==> config.mk <==
export PLATFORM = sky130hd
export DESIGN_NAME = is_msg_tx
export DESIGN_NICKNAME = d
export VERILOG_FILES = /design/src/rtl/is_msg_tx.sv
export SDC_FILE = /design/constraint.sdc
export NUM_CORES = 1
export LEC_CHECK = 0
export ABC_AREA = 0
export BUFFER_PORTS_ARGS = -buffer_cell sky130_fd_sc_hd__buf_2
export CAP_MARGIN = 5
export CORE_UTILIZATION = 59
export DETAILED_ROUTE_END_ITERATION = 7
export HOLD_SLACK_MARGIN = 0.1
export PLACE_DENSITY_LB_ADDON = 0.3
export SLEW_MARGIN = 15
export SYNTH_ARGS = -nofsm -noshare
export SYNTH_HDL_FRONTEND = slang
export SYNTH_SLANG_ARGS = --single-unit
export TNS_END_PERCENT = 50
==> constraint.sdc <==
create_clock -name clk_i -period 6.5 [get_ports clk_i]
set_input_delay 1.3 -clock clk_i [delete_from_list [all_inputs] [get_ports clk_i]]
set_output_delay 1.3 -clock clk_i [all_outputs]
set_load 0.005 [all_outputs]
==> src/rtl/is_msg_tx.sv <==
// is_msg_tx: transmit-side message sequencer for the UART controller.
// Streams ROM bytes [start..end] over a valid/ready handshake, then optionally
// the result word as upper-case hex ASCII, MSB nibble first.
// Optional feature macro: IS_MSG_TX_CRLF_EN (adds the CR, LF trailer to every transfer).
module is_msg_tx #(
    parameter int MEM_WIDTH = 8,
    parameter int RES_W     = 16
) (
    input  logic                 clk_i,
    input  logic                 rstn_i,
    input  logic                 start_i,
    input  logic [MEM_WIDTH-1:0] start_addr_i,
    input  logic [MEM_WIDTH-1:0] end_addr_i,
    input  logic                 res_flg_i,
    input  logic [RES_W-1:0]     res_data_i,
    output logic [MEM_WIDTH-1:0] mem_addr_o,
    input  logic [7:0]           mem_data_i,
    output logic                 tx_valid_o,
    output logic [7:0]           tx_data_o,
    input  logic                 tx_rdy_i,
    output logic                 busy_o,
    output logic                 done_o
);

    localparam int NDIG = RES_W / 4;
    localparam int IW   = (NDIG > 1) ? $clog2(NDIG) : 1;
    localparam logic [IW-1:0]        TOP_IDX  = IW'(NDIG - 1);
    localparam logic [IW-1:0]        ONE_IDX  = IW'(1);
    localparam logic [MEM_WIDTH-1:0] ONE_ADDR = MEM_WIDTH'(1);

    typedef enum logic [2:0] {
        S_IDLE,
        S_FETCH,
        S_WAIT,
        S_SEND,
        S_HEX,
`ifdef IS_MSG_TX_CRLF_EN
        S_CR,
        S_LF,
`endif
        S_FIN
    } state_t;

    state_t               r_state;
    logic [MEM_WIDTH-1:0] r_mem_addr;
    logic [MEM_WIDTH-1:0] r_end;
    logic                 r_res_flg;
    logic [RES_W-1:0]     r_res;
    logic [IW-1:0]        r_dig_idx;
    logic                 r_tx_valid;
    logic [7:0]           r_tx_data;
    logic                 r_busy;
    logic                 r_done;

    logic [IW-1:0]        w_idx_dec;
    logic [3:0]           w_nib;
    logic [3:0]           w_nib_nxt;
    logic                 w_accept;

    // Nibble for the digit on display now and for the one that follows it,
    // so a new digit can be presented the cycle right after an accept.
    assign w_idx_dec = r_dig_idx - ONE_IDX;
    assign w_nib     = r_res[{r_dig_idx, 2'b00} +: 4];
    assign w_nib_nxt = r_res[{w_idx_dec, 2'b00} +: 4];
    assign w_accept  = r_tx_valid && tx_rdy_i;

    function automatic logic [7:0] hex_ascii(input logic [3:0] n);
        hex_ascii = (n < 4'd10) ? (8'h30 + {4'h0, n}) : (8'h37 + {4'h0, n});
    endfunction

    // Main sequencer: one state register with all outputs registered alongside it.
    // The payload tail (last ROM byte / last digit / empty range) goes to the
    // CR/LF trailer when it is built, otherwise straight to FIN.
    always_ff @(posedge clk_i or negedge rstn_i) begin
        if (!rstn_i) begin
            r_state    <= S_IDLE;
            r_mem_addr <= '0;
            r_end      <= '0;
            r_res_flg  <= 1'b0;
            r_res      <= '0;
            r_dig_idx  <= '0;
            r_tx_valid <= 1'b0;
            r_tx_data  <= '0;
            r_busy     <= 1'b0;
            r_done     <= 1'b0;
        end else begin
            r_done <= 1'b0;
            case (r_state)
                S_IDLE: begin
                    if (start_i) begin
                        r_mem_addr <= start_addr_i;
                        r_end      <= end_addr_i;
                        r_res_flg  <= res_flg_i;
                        r_res      <= res_data_i;
                        r_dig_idx  <= TOP_IDX;
                        r_busy     <= 1'b1;
                        if (end_addr_i >= start_addr_i) begin
                            r_state <= S_FETCH;
                        end else if (res_flg_i) begin
                            r_state <= S_HEX;
                        end else begin
`ifdef IS_MSG_TX_CRLF_EN
                            r_state <= S_CR;
`else
                            r_state <= S_FIN;
                            r_done  <= 1'b1;
`endif
                        end
                    end
                end
                // ROM read issued on the address latched last cycle.
                S_FETCH: r_state <= S_WAIT;
                S_WAIT: begin
                    r_tx_data  <= mem_data_i;
                    r_tx_valid <= 1'b1;
                    r_state    <= S_SEND;
                end
                S_SEND: begin
                    if (w_accept) begin
                        r_tx_valid <= 1'b0;
                        // End compare happens before the increment, so an end
                        // address at the top of the ROM never wraps to zero.
                        if (r_mem_addr == r_end) begin
                            if (r_res_flg) begin
                                r_state <= S_HEX;
                            end else begin
`ifdef IS_MSG_TX_CRLF_EN
                                r_state <= S_CR;
`else
                                r_state <= S_FIN;
                                r_done  <= 1'b1;
`endif
                            end
                        end else begin
                            r_mem_addr <= r_mem_addr + ONE_ADDR;
                            r_state    <= S_FETCH;
                        end
                    end
                end
                S_HEX: begin
                    if (!r_tx_valid) begin
                        r_tx_data  <= hex_ascii(w_nib);
                        r_tx_valid <= 1'b1;
                    end else if (tx_rdy_i) begin
                        if (r_dig_idx == '0) begin
                            r_tx_valid <= 1'b0;
`ifdef IS_MSG_TX_CRLF_EN
                            r_state    <= S_CR;
`else
                            r_state    <= S_FIN;
                            r_done     <= 1'b1;
`endif
                        end else begin
                            r_dig_idx <= w_idx_dec;
                            r_tx_data <= hex_ascii(w_nib_nxt);
                        end
                    end
                end
`ifdef IS_MSG_TX_CRLF_EN
                S_CR: begin
                    if (!r_tx_valid) begin
                        r_tx_data  <= 8'h0D;
                        r_tx_valid <= 1'b1;
                    end else if (tx_rdy_i) begin
                        r_tx_valid <= 1'b0;
                        r_state    <= S_LF;
                    end
                end
                S_LF: begin
                    if (!r_tx_valid) begin
                        r_tx_data  <= 8'h0A;
                        r_tx_valid <= 1'b1;
                    end else if (tx_rdy_i) begin
                        r_tx_valid <= 1'b0;
                        r_done     <= 1'b1;
                        r_state    <= S_FIN;
                    end
                end
`endif
                // done_o is high during this state; busy_o falls on the way out.
                S_FIN: begin
                    r_busy  <= 1'b0;
                    r_state <= S_IDLE;
                end
                default: begin
                    r_tx_valid <= 1'b0;
                    r_busy     <= 1'b0;
                    r_state    <= S_IDLE;
                end
            endcase
        end
    end

    assign mem_addr_o = r_mem_addr;
    assign tx_valid_o = r_tx_valid;
    assign tx_data_o  = r_tx_data;
    assign busy_o     = r_busy;
    assign done_o     = r_done;

endmodule
==> summary.txt, run 1 <==
result of the run -> finished clean
max_cap viols -> 0
highest metal layer with signal wires -> met4
Area growth, synth to finish -> 14.7%
switching power summed over all nets -> 528 uW
Post-synth EDFFs -> 0
post-detail-place hpwl -> 4770 um
routed via count -> 2,577
average wire per cell in the routed design -> 14.0 um
power share of the clock group -> 13.4%
aggregate routed wire length -> 6490 um
maximum clock skew at final layout -> 0.00577 ns
Clock Latency Late Sink -> 0.31 ns
area inside the core boundary -> 0.00475 mm^2
number of endpoints with negative hold slack in the final report -> 0
count of boundary I/O pins -> 64
number of distinct library cells after synthesis -> 49
post_cts resized -> 0
number of detailed-route iterations in the first pass -> 4
Die Outline Area -> 0.00525 mm^2
count of pins over their slew limit -> 0
Total Power -> 1330 uW
Detail Route met3 WL -> 313 um
grt total ovfl -> 0
sum of met2 wire segment lengths after detailed routing -> 3040 um
maximum vdd ir drop -> 176 uV
Critical Path AT -> 3.19 ns
sequential group share of total power -> 42.5%
CP endpoint kind -> flop
internal portion of total power -> 803 uW
Post-Syn Area -> 0.00293 mm^2
commonest non-fill, non-tap cell in the layout -> nand2_1
slew at the pin closest to its max-slew limit -> 1.08 ns
ratio of cells with drive above 1 in the final layout -> 22.5%
number of cells produced by synthesis -> 338
type of the worst setup path -> input pin to flop
buffer depth of the longest clock path -> 2
fmax -> 334 MHz
portion of the clock cycle consumed by the worst path in the final layout -> 46.0%
vertical die dimension -> 72.4 um
Horiz. Die Dim -> 72.4 um
via count of the first global-routing pass -> 2,456
CTS tree -> done
pin count of the biggest net entering global routing -> 50
max-slew headroom at the worst pin -> 27.8%
leading register cell type out of synthesis -> dfrtp_1
post-CTS setup buffer count -> 0
Avg Vias per Cell -> 5.58
startpoint type of the worst setup path -> input pin
Seq cells post-synth -> 49
Gate power share -> 44.2%
total power per unit cell area -> 396 mW/mm^2
leakage power of the design -> 0.00170 uW
placer's final routability congestion estimate -> 0.814
Switching Fraction -> 39.7%
wire length of the first global-routing pass -> 11,300 um
all-layer global routing usage -> 27.7%
Num Clock Sinks -> 49
class of the tightest hold or removal check -> flop to flop
level count of the clock H-tree -> 2
CTS Root Buffer Type -> clkbuf_8
antenna violations before repair -> 0
total nets after synthesis -> 395
final net count -> 451
Initial DRC Count -> 176
Post-Route Setup TNS -> 0 ns
post-route met1 wirelength -> 3040 um
DRT antenna net count -> 0
diode insertion count for antenna repair -> 0
leading cell types in the layout, fill and taps excluded -> nand2_1 (93), buf_2 (62), dfrtp_1 (49)
clock edge transition at the registers on the reported setup and hold paths -> 0.09 ns
number of buffers created by CTS -> 5
count of standard-cell rows -> 25
share of the yosys chip area belonging to registers -> 41.9%
Req. time, crit path -> 6.70 ns
Initial Utilization -> 61.6%
Synth async-reset ratio -> 100%
minimum clock period after layout -> 2.99 ns
RSZ-0062 raised after global routing -> false
CTS Hold Buffers Added -> 0
filler instances -> 391
number of warnings issued by yosys -> 0
Port-buffer cells -> 63
synthesized area divided by synthesized cell count -> 8.66 um^2
# setup viols final -> 0
worst-path fanout max -> 28
DR DRC count -> 0
[layer usage]
| metal | global-route usage, % | vias up |
|---|---|---|
| li1 | - | 1278 |
| met4 | 10.0 | 0 |
| met3 | 5.42 | 8 |
| met5 | 0 | - |
| met2 | 43.9 | 88 |
| met1 | 37.9 | 1203 |
[sequential cells by signal, summed over array words and instances, names as in the netlist]
signal / cells
r_res: 16
r_end: 8
tx_valid_o: 1
r_dig_idx: 2
mem_addr_o: 8
tx_data_o: 8
r_res_flg: 1
busy_o: 1
done_o: 1
r_state: 3
[worst paths after layout]
kind / cells after the start / from / slack [ns] / to
setup / recovery: 5 / start_i / 3.51 / mem_addr_o[2]
hold / removal: 2 / tx_data_o[3] / 0.49 / tx_data_o[3]
setup reg to reg: 10 / r_dig_idx[0] / 3.58 / tx_data_o[2]
hold reg to reg: 2 / tx_data_o[3] / 0.49 / tx_data_o[3]
max in group asynchronous: 1 / rstn_i / 5.08 / r_res[1]
min in group asynchronous: 1 / rstn_i / 1.00 / mem_addr_o[6]
[through the flow]
stage	util, %	instances	worst slack, ns	hold slack [ns]	instance area (um^2)
4_1_cts	70.6	462	3.52	0.491	3360
6_report	70.7	462	3.51	0.491	3360
3_3_place_gp	68.9	454	3.32	0.457	3270
2_1_floorplan	-	338	3.90	0.458	2930
5_1_grt	70.7	462	3.20	0.512	3360
3_5_place_dp	68.9	454	3.21	0.470	3270
[synthesized netlist by cell type (3+ instances only)]
library cell | count | area share, %
xnor2_1 | 10 | 3.0
inv_1 | 19 | 2.4
clkbuf_1 | 10 | 1.3
buf_2 | 4 | 0.68
a211oi_1 | 3 | 0.77
o22ai_1 | 4 | 0.85
nor2_1 | 17 | 2.2
nand2_1 | 93 | 12
o21ai_1 | 8 | 1.4
ha_1 | 12 | 5.1
a21oi_1 | 32 | 5.5
nand3_1 | 11 | 1.9
mux4_2 | 8 | 6.2
nand4_1 | 3 | 0.64
o21ai_0 | 6 | 1.0
a21o_1 | 5 | 1.3
nand2b_1 | 4 | 0.85
dfrtp_1 | 49 | 42
[power groups by stage]
stage          Sequential [uW]  Clock (uW)  Combinational [uW]
2_1_floorplan              529           0                 452
3_3_place_gp               558           0                 561
3_5_place_dp               570           0                 587
4_1_cts                    564         178                 590
5_1_grt                    585         190                 667
6_report                   565         178                 588
[final cells by class]
cell class / instances / area (um^2) / share of cell area, %
Tap cell: 67 / 83.8 / 2.50
Multi-Input combinational cell: 254 / 1570 / 46.6
Inverter: 20 / 75.1 / 2.23
Clock inverter: 2 / 10.0 / 0.298
Sequential cell: 49 / 1230 / 36.5
Timing Repair Buffer: 64 / 325 / 9.68
Clock buffer: 6 / 72.6 / 2.16
[kinds of logic (layout without fill, tap and decap cells)]
family	after synthesis	in the layout	share of synthesized area [%]
AO/OA/AOI/OAI	76	76	16.2
XOR/XNOR	10	10	2.99
AND/OR/NAND/NOR	146	146	22.1
flip-flops	49	49	41.9
multiplexers	10	10	6.84
adder cells (fa/ha/maj)	12	12	5.13
buffers and inverters	35	92	4.91
[critical path, stage by stage]
cell,delay (ns)
buf_2,0.12
nand3b_1,0.70
o31ai_2,0.61
o21ai_1,0.17
a22o_1,0.28
No activity file was read; power rests on OpenSTA's default activity.
==> run 2: changes to the inputs <==
- ABC_AREA: 0 -> 1
- CORE_UTILIZATION: 59 -> 55
- clock period: 6.5 -> 3 ns (I/O delays scaled with it)
==> summary.txt, run 2 <==
ratio of cells with drive above 1 in the final layout -> 17.0% (-5.6 points)
leading register cell type out of synthesis -> dfrtp_1
adder-cell share of the synthesized area -> 4.88% (-0.25 points)
Finished Core Util -> 67.7% (-3.0 points)
stages on the worst setup path -> 11 (+6)
antenna violations before repair -> 0 (unchanged)
CP endpoint kind -> flop
# setup viols final -> 0 (unchanged)
result of the run -> finished clean
aggregate routed wire length -> 7540 um (+16%)
number of distinct library cells after synthesis -> 30 (-39%)
type of the worst setup path -> flop to flop
combinational family with the most area after synthesis -> simple AND/OR/NAND/NOR gates
share of the synthesized area in compound gates (AO/OA/AOI/OAI) -> 8.78% (-7.4 points)
total nets after synthesis -> 497 (+26%)
portion of the clock cycle consumed by the worst path in the final layout -> 83.3%
switching power summed over all nets -> 1940 uW (+270%)
Gate power share -> 55.4% (+11 points)
minimum clock period after layout -> 2.50 ns
number of flip-flops in the largest register -> 16 (unchanged)
diode insertion count for antenna repair -> 0 (unchanged)
mux contribution to synthesized area -> 0% (-6.8 points)
level count of the clock H-tree -> 2 (unchanged)
RSZ-0062 raised after global routing -> false
area share of xor/xnor cells in the synthesized design -> 3.70% (+0.71 points)
Initial DRC Count -> 192 (+9.1%)
CTS Hold Buffers Added -> 0 (unchanged)
DR DRC count -> 0 (unchanged)
commonest non-fill, non-tap cell in the layout -> nand2_1
via count of the first global-routing pass -> 3,075 (+25%)
cell family with most CP delay -> simple AND/OR/NAND/NOR gates
startpoint type of the worst setup path -> flop
power share of the clock group -> 12.3% (-1.1 points)
number of warnings issued by yosys -> 0 (unchanged)
max_cap viols -> 0 (unchanged)
Die Outline Area -> 0.00590 mm^2 (+12%)
Avg Vias per Cell -> 5.35 (-4.1%)
Yosys top cell area share -> 39.8% (-2.0 points)
Switching Fraction -> 48.4% (+8.7 points)
Initial Utilization -> 58.8% (-2.8 points)
Crit-path slowest cell -> dfrtp_1
sequential group share of total power -> 32.3% (-10 points)
leakage power of the design -> 0.00194 uW (+14%)
count of pins over their slew limit -> 0 (unchanged)
class of the tightest hold or removal check -> input pin to asynchronous set/reset pin
max-slew headroom at the worst pin -> 55.0% (+27 points)
post-detail-place hpwl -> 5580 um (+17%)
Seq cells post-synth -> 49 (unchanged)
most numerous cell in the Yosys netlist -> nand2_1
crit-path most repeated cell -> nand2_1
Synth async-reset ratio -> 100% (unchanged)
area inside the core boundary -> 0.00524 mm^2 (+10%)
number of cells produced by synthesis -> 440 (+30%)
average wire per cell in the routed design -> 13.2 um (-6.0%)
Worst Path Buf+Inv -> 2 (+1)
Area growth, synth to finish -> 15.2%
count of boundary I/O pins -> 64 (unchanged)
share of the yosys chip area belonging to registers -> 39.8% (-2.0 points)
total power per unit cell area -> 1130 mW/mm^2 (+190%)
wire length of the first global-routing pass -> 13,000 um (+15%)
final net count -> 557 (+24%)
number of endpoints with negative hold slack in the final report -> 0 (unchanged)
maximum vdd ir drop -> 513 uV (+190%)
biggest area consumer among synthesized cells -> dfrtp_1
Critical Path AT -> 2.71 ns (-0.48 ns)
top area cells in the synthesized netlist -> dfrtp_1 (40%), nand2_1 (23%), nand3_1 (6.2%)
routed via count -> 3,056 (+19%)
Req. time, crit path -> 3.21 ns (-3.49 ns)
CTS Root Buffer Type -> clkbuf_8
vertical die dimension -> 76.8 um (+6.0%)
buffer depth of the longest clock path -> 2 (unchanged)
count of standard-cell rows -> 26 (+4.0%)
synth cell count leaders -> nand2_1 (186), dfrtp_1 (49), nand3_1 (38)
register ranked first by flip-flop count -> r_res
number of buffers created by CTS -> 5 (unchanged)
Worst Reg2Reg Path Length in Cells -> 11 (+1)
synthesized area divided by synthesized cell count -> 7.00 um^2 (-19%)
number of detailed-route iterations in the first pass -> 5 (+1)
pin count of the biggest net entering global routing -> 30 (-40%)
Num Clock Sinks -> 49 (unchanged)
placer's final routability congestion estimate -> 0.887 (+8.9%)
Post-synth EDFFs -> 0 (unchanged)
post-CTS setup buffer count -> 0 (unchanged)
Post-Route Setup TNS -> 0 ns (unchanged)
Critical Path Max Stage Delay -> 0.68 ns (-0.02 ns)
CP cell instances -> inv_4 -> ha_1 -> inv_1 -> nand3_1 -> nand2_1 -> nand2_1 -> nand2_1 -> xnor2_1 -> nand2_1 -> nand3_1 -> nand2_1
simple-gate area share of the yosys netlist -> 35.9% (+14 points)
internal portion of total power -> 2070 uW (+160%)
Post-Syn Area -> 0.00308 mm^2 (+5.1%)
post_cts resized -> 0 (unchanged)
slew at the pin closest to its max-slew limit -> 0.675 ns (-0.401 ns)
maximum clock skew at final layout -> 0.00863 ns (+0.00287 ns)
leading cell types in the layout, fill and taps excluded -> nand2_1 (186), buf_2 (63), dfrtp_1 (49)
DRT antenna net count -> 0 (unchanged)
Port-buffer cells -> 63 (unchanged)
all-layer global routing usage -> 27.6% (-0.075 points)
Clock Latency Late Sink -> 0.32 ns (about the same)
Horiz. Die Dim -> 76.8 um (+6.0%)
grt total ovfl -> 0 (unchanged)
CTS tree -> done
worst-path fanout max -> 19 (-32%)
clock edge transition at the registers on the reported setup and hold paths -> 0.10 ns (about the same)
fmax -> 400 MHz
run 2: kinds of logic (layout without fill, tap and decap cells):
family	after synthesis	after routing
AOI/OAI and AO/OA	48	48
xor gates and xnor gates	13	13
and+or+nand+nor	268	268
buffers and inverters	50	111
DFF	49	49
adders and majority gates	12	12
run 2: worst paths after layout:
| path | start | end | slack [ns] |
|---|---|---|---|
| worst max-delay path | r_dig_idx[0] | tx_data_o[0] | 0.50 |
| worst min-delay path | rstn_i | mem_addr_o[1] | 0.26 |
| worst max register to register | r_dig_idx[0] | tx_data_o[0] | 0.50 |
| worst min register to register | tx_data_o[7] | tx_data_o[7] | 0.48 |
| max in group asynchronous | rstn_i | tx_data_o[0] | 1.99 |
| min in group clk_i | tx_data_o[7] | tx_data_o[7] | 0.48 |
run 2: through the flow:
stage | setup WS (ns) | power (uW) | area (um^2) | instances | hold slack, ns
after global placement | 0.764 | 3380 | 3430 | 563 | 0.452
after CTS | 0.572 | 3990 | 3550 | 571 | 0.270
final | 0.500 | 4010 | 3550 | 571 | 0.257
after global routing | 0.236 | 4420 | 3550 | 571 | 0.280
after floorplan | 1.04 | 2910 | 3080 | 440 | 0.304
after detailed placement | 0.640 | 3480 | 3430 | 563 | 0.462
run 2: layer usage:
| layer | track usage, % | vias to the layer above | routed length [um] | share of wire (%) |
|---|---|---|---|---|
| li1 | - | 1529 | - | - |
| met1 | 32.1 | 1422 | 3190 | 42 |
| met2 | 48.7 | 87 | 3810 | 51 |
| met3 | 6.31 | 18 | 377 | 5.0 |
| met4 | 11.2 | 0 | 157 | 2.1 |
| met5 | 0 | - | 0 | 0 |
run 2: final cells by class:
cell class                      count  area (um^2)
Clock inverter                      3         43.8
Inverter                           37          141
Multi-Input combinational cell    341         1640
Sequential cell                    49         1230
Timing Repair Buffer               66          338
Fill cell                         463         1690
Tap cell                           70         87.6
Clock buffer                        5         68.8
run 2: power groups by stage:
stage,logic [uW],registers [uW],clock network [uW]
floorplan,1700,1210,0
global placement,2090,1290,0
detailed placement,2180,1300,0
CTS,2200,1290,501
global route,2550,1350,529
finish,2220,1300,493
